## src/rtl/axis_pkg.sv

```systemverilog
// Stream constants shared by the register-slice buffer and the width upsizer.
package axis_pkg;

  // Narrow stream width used by the register-slice buffer.
  localparam int AXIS_DATA_W = 4;

  // Default packing ratio for the upsizer.
  localparam int AXIS_UPSIZE_RATIO = 4;

  // Width of the packed word for a given narrow width and ratio.
  function automatic int axis_wide_w(input int data_w, input int ratio);
    return data_w * ratio;
  endfunction

endpackage

```

## src/rtl/axis_upsizer.sv

```systemverilog
// Packs RATIO consecutive narrow beats (LSB-first) into one wide word
// presented on a registered valid/ready output, at one beat per cycle.
module axis_upsizer
  import axis_pkg::*;
#(
  parameter int DATA_W = AXIS_DATA_W,
  parameter int RATIO = AXIS_UPSIZE_RATIO,
  localparam int CNT_W = $clog2(RATIO)
) (
  input  logic                    clk_i,
  input  logic                    arstn_i,
  input  logic                    tvalid_i,
  output logic                    tready_o,
  input  logic [DATA_W-1:0]       tdata_i,
  input  logic                    tready_i,
  output logic                    tvalid_o,
  output logic [DATA_W*RATIO-1:0] tdata_o,
  output logic [CNT_W-1:0]        beat_cnt_o
);

  localparam int ACC_W = (RATIO - 1) * DATA_W;
  localparam logic [CNT_W-1:0] LAST_CNT = CNT_W'(RATIO - 1);

  logic [CNT_W-1:0] cnt;
  logic [ACC_W-1:0] acc;
  logic             last_beat;
  logic             in_hs;
  logic             out_hs;

  // Stall only when the incoming beat would complete a word while the
  // previous word is still waiting downstream.
  always_comb begin
    last_beat = (cnt == LAST_CNT);
    tready_o  = ~tvalid_o | tready_i | ~last_beat;
    in_hs     = tvalid_i & tready_o;
    out_hs    = tvalid_o & tready_i;
  end

  // Beat counter, assembly register and registered output word.
  always_ff @(posedge clk_i or negedge arstn_i) begin
    if (!arstn_i) begin
      cnt      <= '0;
      acc      <= '0;
      tdata_o  <= '0;
      tvalid_o <= 1'b0;
    end else begin
      if (in_hs && last_beat) begin
        tdata_o  <= {tdata_i, acc};
        tvalid_o <= 1'b1;
        cnt      <= '0;
      end else begin
        if (in_hs) begin
          acc[cnt*DATA_W +: DATA_W] <= tdata_i;
          cnt                       <= cnt + 1'b1;
        end
        if (out_hs) begin
          tvalid_o <= 1'b0;
        end
      end
    end
  end

  assign beat_cnt_o = cnt;

endmodule
```

## config.mk

```make
export PLATFORM = sky130hd
export DESIGN_NAME = axis_upsizer
export DESIGN_NICKNAME = d
export VERILOG_FILES = /design/src/rtl/axis_pkg.sv /design/src/rtl/axis_upsizer.sv
export SDC_FILE = /design/constraint.sdc
export NUM_CORES = 1
export LEC_CHECK = 0
export CAP_MARGIN = 20
export CORE_ASPECT_RATIO = 0.8
export CORE_UTILIZATION = 54
export DETAILED_ROUTE_END_ITERATION = 7
export PLACE_DENSITY = 0.9
export SYNTH_ARGS = -nofsm -noshare
export SYNTH_HDL_FRONTEND = slang
export SYNTH_SLANG_ARGS = --single-unit
```

## constraint.sdc

```tcl
create_clock -name clk_i -period 3.4 [get_ports clk_i]
set_input_delay 0.51 -clock clk_i [delete_from_list [all_inputs] [get_ports clk_i]]
set_output_delay 0.51 -clock clk_i [all_outputs]
set_load 0.005 [all_outputs]
```

* Word level (Yosys, flattened, before mapping)
Cells that the tools add are included.
** Operators by class
- Multiplexer cells :: 5
- Multipliers :: 0
- Shifts and indexed selects :: 2
- Bitwise operators :: 7
- Equal/unequal tests :: 1
- Order comparisons :: 0
- Reduce and logical (&&, ||, !) cells :: 4
- Add/subtract/negate cells :: 2
- Divide/modulo/power cells :: 0
** Operators with widths (number)
- negator 4 -> 34 bit :: 1
- variable shift 4 x 34 -> 12 bit (first input constant) :: 1
- variable part select 4 x 34 -> 12 bit :: 1
- bitwise mux 12 bit :: 1
- two-way mux 2 bit :: 2
- nonzero test 2 bit :: 2
- inverter 1 bit :: 3
- adder 2 x 1 -> 2 bit (second input constant) :: 1
- AND 1 bit :: 2
- == test 2 bit (second input constant) :: 1
- two-way mux 1 bit :: 2
- OR 1 bit :: 2
- AND reduction 2 bit :: 1
- logical AND 1 bit :: 1
** Word-level totals
- Memory bits (writable) :: 0
- Output and inout port bits :: 20
- ROM bits :: 0
- Bits in latches :: 0
- Memories :: 0
- Flip-flop bits (word level) :: 31
- Input bits :: 8
- Logic and storage cells :: 25

* Logic depth before layout (Yosys ltp)
Gate-level depths: netlist of the first run.
- Depth in word-level cells :: 7
- Mapped depth :: 6
- Gate-level depth less buffers :: 5

* Worst setup path after synthesis of the first run
No wires, ideal clock.
- Path type :: flip-flop to flip-flop
- Start point :: reg cnt[0] (netlist: beat_cnt_o[0])
- End point :: reg tdata_o[10]
- Library setup time :: 125 ps
- Stages on the path, launching flop included :: 7
- Buffers on the path :: 2
- Data required time :: 3275 ps
- Data arrival time :: 1431 ps
- Period minus slack after synthesis :: 1556 ps
- Path slack :: 1844 ps
- Path through :: dfrtp_1 > ha_1 > nand2_2 > nor2b_4 > buf_6 > buf_12 > mux2_4
** Between the ends
- Longest elaborated chain between the ends :: 5
** Ends and longest elaborated chain
- start: declaration :: RTL line axis_upsizer.sv:24 : logic [CNT_W-1:0] cnt;
- start signal: assignment :: RTL line axis_upsizer.sv:54 : cnt <= cnt + 1'b1;
- == test 2 bit * :: RTL line axis_upsizer.sv:33 : last_beat = (cnt == LAST_CNT);
- inverter 1 bit :: RTL line axis_upsizer.sv:34 : tready_o = ~tvalid_o | tready_i | ~last_beat;
- OR 1 bit :: RTL line axis_upsizer.sv:34
- AND 1 bit :: RTL line axis_upsizer.sv:35 : in_hs = tvalid_i & tready_o;
- logical AND 1 bit * :: RTL line axis_upsizer.sv:47 : if (in_hs && last_beat) begin
- end signal: assignment :: RTL line axis_upsizer.sv:48 : tdata_o <= {tdata_i, acc};
- end: declaration :: RTL line axis_upsizer.sv:17 : output logic [DATA_W*RATIO-1:0] tdata_o,
Every way passes the cells marked *; elsewhere a longest branch is shown, timed or not.
A chain may end at the register's enable or synchronous reset.

* Final worst setup path of the first run
- Start point :: reg cnt[0] (netlist: beat_cnt_o[0])
- End point :: out tready_o
** Between the ends
- Longest elaborated chain between the ends :: 3
** Ends and longest elaborated chain
- == test 2 bit :: RTL line axis_upsizer.sv:33
- inverter 1 bit :: RTL line axis_upsizer.sv:34
- OR 1 bit :: RTL line axis_upsizer.sv:34
- end: declaration :: RTL line axis_upsizer.sv:13 : output logic tready_o,
No other way between the ends.

==> results of run 1 <==
where the power goes:
group          switching (mW)  leakage [nW]  internal [mW]
clock                   0.115        0.0293         0.0804
combinational           0.219         0.327          0.332
sequential             0.0977         0.416          0.512
metal layers:
layer	up-vias	GRT usage (%)	routed length, µm
met2	24	33.3	1120
met1	429	23.2	1070
li1	426	-	-
met3	4	5.79	107
met4	0	10.5	32
met5	-	0	0
per-stage QoR:
stage	hold slack (ps)	setup WS, ps
2_1_floorplan	214	1840
3_3_place_gp	466	1250
3_5_place_dp	471	1160
4_1_cts	491	1090
5_1_grt	517	1000
6_report	489	1110
cells in the final DEF (no fill, tap or decap), types with 4 or more instances in the layout:
| cell | n |
|---|---|
| ha_1 | 5 |
| clkbuf_4 | 5 |
| mux2_2 | 6 |
| o2bb2ai_1 | 4 |
| o21ai_0 | 8 |
| dfrtp_1 | 31 |
| nand3_1 | 4 |
| nand2_1 | 18 |
| clkdlybuf4s50_1 | 27 |
| mux2_4 | 10 |
| nand3b_1 | 4 |
cells by family (layout without fill, tap and decap cells):
group | Yosys count | count (layout)
multiplexers | 16 | 16
buffers and inverters | 5 | 38
flip-flops | 31 | 31
AND/OR/NAND/NOR | 33 | 33
adder cells (fa/ha/maj) | 5 | 5
AO/OA/AOI/OAI | 15 | 15
critical path: cells and delay by family (launching register included):
family	cells	cell delay, ps
adders and majority gates	1	300
DFF	1	480
buffers and inverters	1	530
and+or+nand+nor	1	160
synth_stat cells:
| master | n |
|---|---|
| a21oi_1 | 1 |
| buf_12 | 1 |
| buf_2 | 1 |
| nor2_1 | 1 |
| nand3_1 | 4 |
| nand2b_4 | 1 |
| inv_1 | 2 |
| ha_1 | 5 |
| a31oi_1 | 1 |
| nand2_2 | 1 |
| o2bb2ai_1 | 4 |
| and4bb_2 | 1 |
| nand3b_1 | 4 |
| mux2_4 | 10 |
| buf_6 | 1 |
| nor2b_1 | 1 |
| mux2_2 | 6 |
| o21ai_0 | 8 |
| nor2b_4 | 1 |
| nor4b_2 | 1 |
| nand2_1 | 18 |
| a21o_1 | 1 |
| dfrtp_1 | 31 |
final timing paths:
path / start / to / slack [ps] / cells after the start
max in group asynchronous: arstn_i / tdata_o[12]$_DFFE_PN0P_ / 2550 / 2
worst max-delay path: beat_cnt_o[0]$_DFFE_PN0P_ / tready_o / 1110 / 3
worst min-delay path: acc[8]$_DFFE_PN0P_ / acc[8]$_DFFE_PN0P_ / 490 / 2
min in group asynchronous: arstn_i / tdata_o[10]$_DFFE_PN0P_ / 570 / 2
worst min register to register: acc[8]$_DFFE_PN0P_ / acc[8]$_DFFE_PN0P_ / 490 / 2
worst max register to register: beat_cnt_o[0]$_DFFE_PN0P_ / tdata_o[13]$_DFFE_PN0P_ / 1530 / 4
final cells by class:
cell class                      instances  area (µm²)  share of cell area (%)
Clock inverter                          1        5.00                   0.291
Timing Repair Buffer                   28         278                    16.2
Multi-Input combinational cell         69         563                    32.8
Tap cell                               36        45.0                    2.62
Sequential cell                        31         776                    45.1
Clock buffer                            7        45.0                    2.62
Inverter                                2        7.51                   0.437
sequential cells by signal, summed over array words and instances (netlist names):
| register | cells |
|---|---|
| beat_cnt_o | 2 |
| tdata_o | 16 |
| tvalid_o | 1 |
| acc | 12 |
==> impl_metrics.json, run 1 <==
{
  "cp_cell_sequence": "ha_1 > nand3b_1 > clkdlybuf4s50_1",
  "fin_area_mm2": 0.00172,
  "cpPeakStageDelay_ps": 530,
  "drt_iter0_drc": 15,
  "overflow": 0,
  "synth_seq_area_share_pct": 56.1,
  "cts_resized": 0,
  "cts.reportedPaths.clkPinSlew_ps": 90,
  "max_slew_margin_pct": 62.5,
  "place.gp.congestion": 0.797,
  "yosysWarnings": 0,
  "synth_area_mm2": 0.00138,
  "grt_start_max_net_pins": 32,
  "worstSetupEndpointType": "primary output",
  "synthAdderAreaFrac_pct": 4.52,
  "max_cap_viol_count": 0,
  "cts.sinks": 31,
  "synthCells": 105,
  "synth_fp_nets": 118,
  "grt_pass1_vias": 866,
  "dieHeight_um": 47.3,
  "nets": 150,
  "ys_seq_elements": 31,
  "post_dp_cell_area_mm2": 0.00167,
  "initial_core_util_pct": 56.6,
  "worst_slew_pin_slew_ps": 562,
  "min_path_type": "reg2reg",
  "critPathSlowestCell": "clkdlybuf4s50_1",
  "hold_viol": 0,
  "io_buffer_count": 27,
  "drive_above_1_share_pct": 20.3,
  "cp_max_fo": 8,
  "p_per_area_mw_per_mm2": 789,
  "critical_path_class": "reg2out",
  "postCtsHoldBufs": 0,
  "synth_cell_types": 23,
  "synth_compound_area_share_pct": 6.79,
  "ctsRootBufferMaster": "clkbuf_4",
  "drc": 0,
  "cts_buffers": 5,
  "synth_top_area_share_pct": 56.1,
  "rows": 16,
  "fp.dieArea_mm2": 0.00277,
  "htreeDepth": 2,
  "synth_xor_area_share_pct": 0,
  "synth_area_leaders": "dfrtp_1 56%, mux2_4 11%, nand2_1 4.9%, mux2_2 4.9%, ha_1 4.5%",
  "num_antenna_cells": 0,
  "yosys.area_share.simple_pct": 13.7,
  "wl_per_cell_um": 13.4,
  "total_leakage_power_nw": 0.772,
  "period_share_pct": 67.4,
  "yosysTopAreaCell": "dfrtp_1",
  "firstDrtPassIters": 3,
  "synth_mux_area_share_pct": 15.7,
  "crit_arrival_ps": 1780,
  "hpwl_mm": 1.75,
  "synth_top_family_by_area": "multiplexers",
  "max_freq_mhz": 437,
  "setup_viol": 0,
  "fp.coreArea_mm2": 0.00244,
  "antenna_found_initial": 0,
  "rsz0062_at_grt": "false",
  "cts_tree": "yes",
  "vias": 883,
  "io_pins": 28,
  "cp.required_ps": 2890,
  "fin_total_pwr_mw": 1.36,
  "cts.path.max_buffers": 2,
  "post-route-util_pct": 70.4,
  "area_growth_pct": 24.3,
  "grt_pass1_wl_mm": 3.82,
  "fin_crit_ps": 2290,
  "die_x_um": 58.6,
  "antenna_left": 0,
  "max-vdd-ir-drop_mv": 0.427,
  "fin_setup_tns_ps": 0,
  "routed_via_density": 5.07,
  "finalMaxSlewViolations": 0,
  "final.setup_skew_ps": 4.93,
  "placed_cells": 166,
  "grt_usage_pct": 19.6,
  "start_kind": "flop",
  "avgSynthCellArea_um2": 13.2,
  "post-cts-setup-buffers": 0,
  "routed_wl_mm": 2.34,
  "stdcell_count": 174,
  "nFillCells": 207,
  "outcome": "complete, no violations",
  "clock_latency_ps": 320
}
Power figures use the tool's default switching activity.
==> inputs of run 2 (changes only) <==
CORE_UTILIZATION = 45   (was 54)
PLACE_DENSITY = 0.81   (was 0.9)
clock period = 1.9 ns   (was 3.4 ns; I/O delays follow)
==> run 2 against run 1 <==
Against the previous run: largest power group unchanged; final area rose by 5.1%; global-route usage down 0.62 points; worst setup slack worse by 1000 ps; flip-flop and latch count stayed put; clock skew is essentially flat; critical path type unchanged; power is 96% higher; critical endpoint unchanged; cell count is 2.3% higher.
==> impl_metrics.json, run 2 (synthesis gave the netlist of run 1 again) <==
{
  "outcome": "complete, no violations",
  "io_buffer_count": 27,
  "total_leakage_power_nw": 0.807,
  "critPathSlowestCell": "clkdlybuf4s50_1",
  "htreeDepth": 2,
  "die_x_um": 64.0,
  "grt_usage_pct": 19.0,
  "overflow": 0,
  "cp.required_ps": 1620,
  "final.setup_skew_ps": 4.51,
  "grt_pass1_wl_mm": 4.37,
  "internal_power_mw": 1.84,
  "place.gp.congestion": 0.718,
  "nets": 153,
  "antenna_left": 0,
  "max_cap_viol_count": 0,
  "whs_ps": 403,
  "crit_arrival_ps": 1540,
  "fin_ws_ps": 72.2,
  "finalMaxSlewViolations": 0,
  "fin_setup_tns_ps": 0,
  "hpwl_mm": 1.83,
  "cts_tree": "yes",
  "drc": 0,
  "start_kind": "flop",
  "num_antenna_cells": 0,
  "fp.coreArea_mm2": 0.00283,
  "dieHeight_um": 51.6,
  "worstSetupEndpointType": "primary output",
  "final_common_cell": "dfrtp_1",
  "setup_viol": 0,
  "min_path_type": "in2async",
  "fp.dieArea_mm2": 0.00330,
  "max-vdd-ir-drop_mv": 0.810,
  "place_ws_ps": 102,
  "io_pins": 28,
  "wl_per_cell_um": 14.3,
  "initial_core_util_pct": 48.9,
  "cpPeakStageDelay_ps": 510,
  "cts.path.max_buffers": 2,
  "rows": 17,
  "largest_reg_flops": 16,
  "max_slew_margin_pct": 69.6,
  "p_switching_uw": 814,
  "critical_path_class": "reg2out",
  "routed_via_density": 5.15,
  "ctsRootBufferMaster": "clkbuf_8",
  "cp_cell_sequence": "ha_4 > nand3b_1 > clkdlybuf4s50_1",
  "power_frac_seq_pct": 40.7,
  "grt_start_max_net_pins": 32,
  "swShare_pct": 30.6,
  "firstDrtPassIters": 4,
  "p_comb_share_pct": 40.1,
  "antenna_found_initial": 0,
  "cts.sinks": 31,
  "final_cell_mix": "31 x dfrtp_1, 27 x clkdlybuf4s50_1, 18 x nand2_1, 10 x mux2_4, 8 x o21ai_0",
  "vias": 917,
  "clkPwrFrac_pct": 19.2,
  "fin_crit_ps": 1830,
  "period_share_pct": 96.2,
  "area_growth_pct": 30.7,
  "grt_pass1_vias": 936,
  "hold_viol": 0,
  "worst_slew_pin_slew_ps": 455,
  "rsz0062_at_grt": "false",
  "routed_wl_mm": 2.55,
  "largest-register": "tdata_o",
  "drive_above_1_share_pct": 23.6,
  "drt_iter0_drc": 36,
  "max_freq_mhz": 547,
  "postCtsHoldBufs": 0,
  "clock_latency_ps": 280,
  "cts.reportedPaths.clkPinSlew_ps": 60,
  "cts_buffers": 5,
  "p_per_area_mw_per_mm2": 1470,
  "cp_max_fo": 5
}
## run 2: worst max-delay path: cells and delay by family (launching register included)
family,cells,cell delay (ps)
buffers and inverters,1,510
DFF,1,430
adders and majority gates,1,210
and+or+nand+nor,1,110
## run 2: final cells by class
class                   instances  area, µm²
clock buffers                   6       82.6
repair buffers                 31        313
flip-flops and latches         31        776
well taps                      38       47.5
inverters                       2       7.51
fillers                       231       1020
clock inverters                 1       5.00
multi-input cells              69        576
## run 2: final timing paths
kind,startpoint,endpoint,slack (ps),depth (start not counted)
worst max-delay path,beat_cnt_o[1]$_DFFE_PN0P_,tready_o,70,3
worst min-delay path,arstn_i,tdata_o[7]$_DFFE_PN0P_,400,2
worst max register to register,beat_cnt_o[0]$_DFFE_PN0P_,acc[10]$_DFFE_PN0P_,210,6
worst min register to register,acc[7]$_DFFE_PN0P_,acc[7]$_DFFE_PN0P_,480,2
max in group asynchronous,arstn_i,tdata_o[1]$_DFFE_PN0P_,1210,2
min in group clk_i,acc[7]$_DFFE_PN0P_,acc[7]$_DFFE_PN0P_,480,2
## run 2: layer usage
layer  part of all wire [%]  up-vias  GRT usage, %  wire [µm]
met3                    5.1        6          5.48        130
met4                    1.6        0          11.4         42
met1                     44      450          20.9       1130
li1                       -      433             -          -
met5                      0        -             0          0
met2                     49       28          33.0       1250
## run 2: metrics by stage
step / util [%] / cell area (µm²) / instances / power [mW]
after CTS: 63.2 / 1790 / 177 / 2.67
after global placement: 60.1 / 1700 / 170 / 2.09
final: 63.9 / 1810 / 178 / 2.66
after floorplan: - / 1380 / 105 / 1.67
after global routing: 63.9 / 1810 / 178 / 2.85
after detailed placement: 60.1 / 1700 / 170 / 2.15
## run 2: power by group through the flow
stage / registers, mW / logic (mW) / clock network, mW
3_5_place_dp: 1.09 / 1.06 / 0
6_report: 1.08 / 1.06 / 0.511
5_1_grt: 1.12 / 1.17 / 0.561
2_1_floorplan: 1.08 / 0.584 / 0
3_3_place_gp: 1.07 / 1.01 / 0
4_1_cts: 1.08 / 1.07 / 0.527
## run 2: what timing repair did
action / CTS / global route
resized for setup: 1 / 1
setup buffers: 0 / 1
endpoints found under the setup margin: 1 / 1
endpoints found under the hold margin: 0 / 0
==> edit 1, RTL diff (flow settings as in run 2) <==
Register the output `beat_cnt_o` once more, without a reset; this adds one clock of latency there. The other outputs are not delayed to match.
--- a/src/rtl/axis_upsizer.sv
+++ b/src/rtl/axis_upsizer.sv
@@ -61,5 +61,7 @@
   end
 
-  assign beat_cnt_o = cnt;
+  always_ff @(posedge clk_i) begin
+    beat_cnt_o <= cnt;
+  end
 
 endmodule
Check against the original RTL: not equivalent (a bounded check fails within 4 cycles, from zero or initial values and one cycle with arstn_i low).
==> edit 1 against run 2 <==
Critical path depth increased by 3; routed wire length decreased by 4.4%; synthesized cell count increased by 1.9%; area after synthesis increased by 3.3%; power increased by 0.44%; setup slack improved by 0.20 ns; sequential cell count increased by 2; non-clock buffer count increased by 1; sequential share of layout area increased by 1.4 points; global-route usage decreased by 2.0 points; clock skew decreased by 0.00088 ns; sequential power increased by 5%; design area increased by 1.7%.
==> edit 1: results <==
set metrics [dict create \
    status "finished, final reports clean" \
    crit_arrival_ns 1.83 \
    grt_pass1_vias 903 \
    synthCells 107 \
    wl_met2_um 1160 \
    clock_latency_ns 0.28 \
    fillers 232 \
    stdcell_area_mm2 0.00184 \
    dp_hpwl_um 1850 \
    syn-num-nets 120 \
    synthTopCellsByCount "31 x dfrtp_1, 17 x nand2_1, 10 x mux2_4" \
    async_reset_ff_frac 0.939 \
    peakVddDrop_mv 0.683 \
    p_leak_nw 0.825 \
    startpoint "cnt[0]" \
    cts.htree.levels 2 \
    finalWirelength_um 2440 \
    nNetsFinal 156 \
    ys_seq_area_frac 0.571 \
    place_ws_ns 0.159 \
    diodes 0 \
    wl_met1_um 1110 \
    grt.total_usage 0.170 \
    hold_class "in -> async" \
    yosys_warnings 0 \
    synthTopCellsByArea "dfrtp_1 54%, mux2_4 11%, mux2_2 4.7%" \
    vias_per_cell 5.09 \
    drtIter0Drc 25 \
    grt_pass1_wl_um 4120 \
    clock_skew_ns 0.00363 \
    numCtsBuffers 5 \
    route.met3.wl_um 137 \
    clock_path_buffers 2 \
    drtPass1Iterations 4 \
    maxSlewHeadroom 0.745 \
    drive_gt1_frac 0.232 \
    gp_congestion 0.707 \
    avgRoutedWirePerCell_um 13.5 \
    crit_path_max_fanout 8 \
    yosysUniqueCellTypes 25 \
    dp_cells 174 \
    synth_edf_count 0 \
]
[edit 1: changes by cell type after synthesis]
cell,change
nand2_1,-1
dfxtp_1,+2
nand4b_1,+1
[edit 1: layout make-up]
class | instances | area share
Sequential cell | 33 | 0.444
Multi-Input combinational cell | 69 | 0.310
Tap cell | 38 | 0.0259
Clock buffer | 5 | 0.0374
Inverter | 2 | 0.00408
Timing Repair Buffer | 32 | 0.176
Clock inverter | 1 | 0.00272
[edit 1: logic make-up (layout without fill, tap and decap cells)]
kind of cell	after synthesis	after routing	share of synthesized area
AO/OA/AOI/OAI	15	15	0.0657
AND/OR/NAND/NOR	33	33	0.136
adder cells (fa/ha/maj)	5	5	0.0438
multiplexers	16	16	0.152
flip-flops	33	33	0.571
buffers and inverters	5	40	0.0307
[edit 1: path summary, 6_finish.rpt]
| check | cells past startpoint | to | slack (ns) |
|---|---|---|---|
| max | 6 | acc[9] | 0.27 |
| min in group clk_i | 0 | beat_cnt_o[1] | 0.44 |
| min | 2 | tdata_o[9] | 0.40 |
| max reg2reg | 6 | acc[9] | 0.27 |
| max in group asynchronous | 2 | tdata_o[2] | 1.23 |
| min reg2reg | 0 | beat_cnt_o[1] | 0.44 |
[edit 1: routing by layer]
metal | vias to the layer above | track usage
met5 | - | 0
met4 | 0 | 0.0667
met3 | 5 | 0.0543
met2 | 27 | 0.280
met1 | 441 | 0.208
li1 | 444 | -
[edit 1: worst max-delay path, cell delays in order (launching register included)]
cell and delay (ns):
dfrtp_1 0.35, buf_4 0.16, inv_1 0.08, ha_1 0.36
nor4b_2 0.36, nand2_1 0.10, o21ai_0 0.15
[edit 1: where the power goes]
part / internal (mW) / switching, mW / leakage (nW) / total (mW)
clock network: 0.240 / 0.228 / 0.0399 / 0.468
logic: 0.644 / 0.422 / 0.352 / 1.07
registers: 0.981 / 0.154 / 0.432 / 1.13
==> edit 2, RTL diff (settings of run 2) <==
Without the edit above. Set the package constant `AXIS_DATA_W` to 3 (it was 4).
--- a/src/rtl/axis_pkg.sv
+++ b/src/rtl/axis_pkg.sv
@@ -3,5 +3,5 @@
 
   // Narrow stream width used by the register-slice buffer.
-  localparam int AXIS_DATA_W = 4;
+  localparam int AXIS_DATA_W = 3;
 
   // Default packing ratio for the upsizer.
Ports: changed (resized tdata_i and tdata_o); port bits go from 28 to 23. No check against the original RTL was run, so the function may have changed too.
==> edit 2 against run 2 <==
The flow now finishes with violations (design-rule violations); area after synthesis fell by 21%; sequential cell count fell by 7; setup slack improved by 0.16 ns; design area fell by 21%; power fell by 16%; routed wire length fell by 17%; utilization rose by 0.82 points; critical path depth rose by 3; via count fell by 18%; clock power fell by 27%.
==> edit 2: results <==
set metrics [dict create \
    dp_cells 137 \
    syn_area_per_cell_um2 12.4 \
    num_vias 755 \
    worstMarginPinSlew_ns 0.318 \
    drive_gt1_frac 0.212 \
    cts_sinks 24 \
    avgRoutedWirePerCell_um 14.7 \
    syn-num-nets 100 \
    sh_seq_area 0.419 \
    yosysUniqueCellTypes 20 \
    cts_root_buffer "clkbuf_4" \
    drtPass1Iterations 6 \
    status "finished, violations left" \
    buffers_excl_clock 28 \
    clock_latency_ns 0.32 \
    dp_hpwl_um 1500 \
    failed_checks "design-rule violations" \
    fillers 188 \
    cp_slowest_cell "dfrtp_1" \
    p_leak_nw 0.660 \
    multi_input_area_um2 460 \
    grt_max_degree 25 \
    peakVddDrop_mv 0.671 \
    grt_pass1_wl_um 3590 \
    place_ws_ns 0.188 \
    multi_input_cells 60 \
    numCtsBuffers 3 \
    grt.total_usage 0.191 \
    synthTopCellsByCount "24 x dfrtp_1, 16 x nand2_1, 10 x mux2_4" \
    finalCoreUtilization 0.647 \
    ys_seq_area_frac 0.551 \
    synthTopCellsByArea "dfrtp_1 55%, mux2_4 14%, ha_1 5.7%" \
    cts.htree.levels 1 \
    drc_errors 4 \
    stdcell_area_mm2 0.00143 \
    vias_per_cell 5.28 \
]
[edit 2: final timing paths]
check / start / to / slack [ns] / depth (start not counted)
max: beat_cnt_o[0] / acc[8] / 0.23 / 6
min: arstn_i / tdata_o[3] / 0.30 / 2
max reg2reg: beat_cnt_o[0] / acc[8] / 0.23 / 6
min reg2reg: acc[0] / acc[0] / 0.50 / 2
max in group asynchronous: arstn_i / tdata_o[11] / 1.36 / 2
min in group clk_i: acc[0] / acc[0] / 0.50 / 2
[edit 2: per-layer routing]
layer | vias to the layer above | track usage | wire [um]
met3 | 9 | 0.0710 | 132
li1 | 359 | - | -
met2 | 27 | 0.318 | 989
met1 | 360 | 0.228 | 915
met4 | 0 | 0.0829 | 71
met5 | - | 0 | 0
[edit 2: where the power goes]
group | switching, mW | internal [mW] | leakage [nW]
Clock | 0.157 | 0.214 | 0.0279
Combinational | 0.396 | 0.600 | 0.314
Sequential | 0.134 | 0.725 | 0.318
[edit 2: worst max-delay path: cells and delay by family (launching register included)]
family | cells | cell delay, ns
flip-flops | 1 | 0.38
buffers and inverters | 2 | 0.26
AND/OR/NAND/NOR | 2 | 0.40
AO/OA/AOI/OAI | 1 | 0.18
adder cells (fa/ha/maj) | 1 | 0.36
[edit 2: repair_timing]
action / 4_1_cts / 5_1_grt
pin swaps: 1 / 0
cloned: 0 / 0
endpoints found under the setup margin: 1 / 1
buffers inserted: 2 / 0
gates resized for setup: 1 / 1
endpoints found under the hold margin: 0 / 0
[edit 2: kinds of logic after synthesis]
group / count (synthesis) / synth area share
simple gates: 31 / 0.146
fa+ha+maj: 5 / 0.0574
flops: 24 / 0.551
compound gates: 12 / 0.0586
mux: 12 / 0.158
buf+inv: 4 / 0.0287
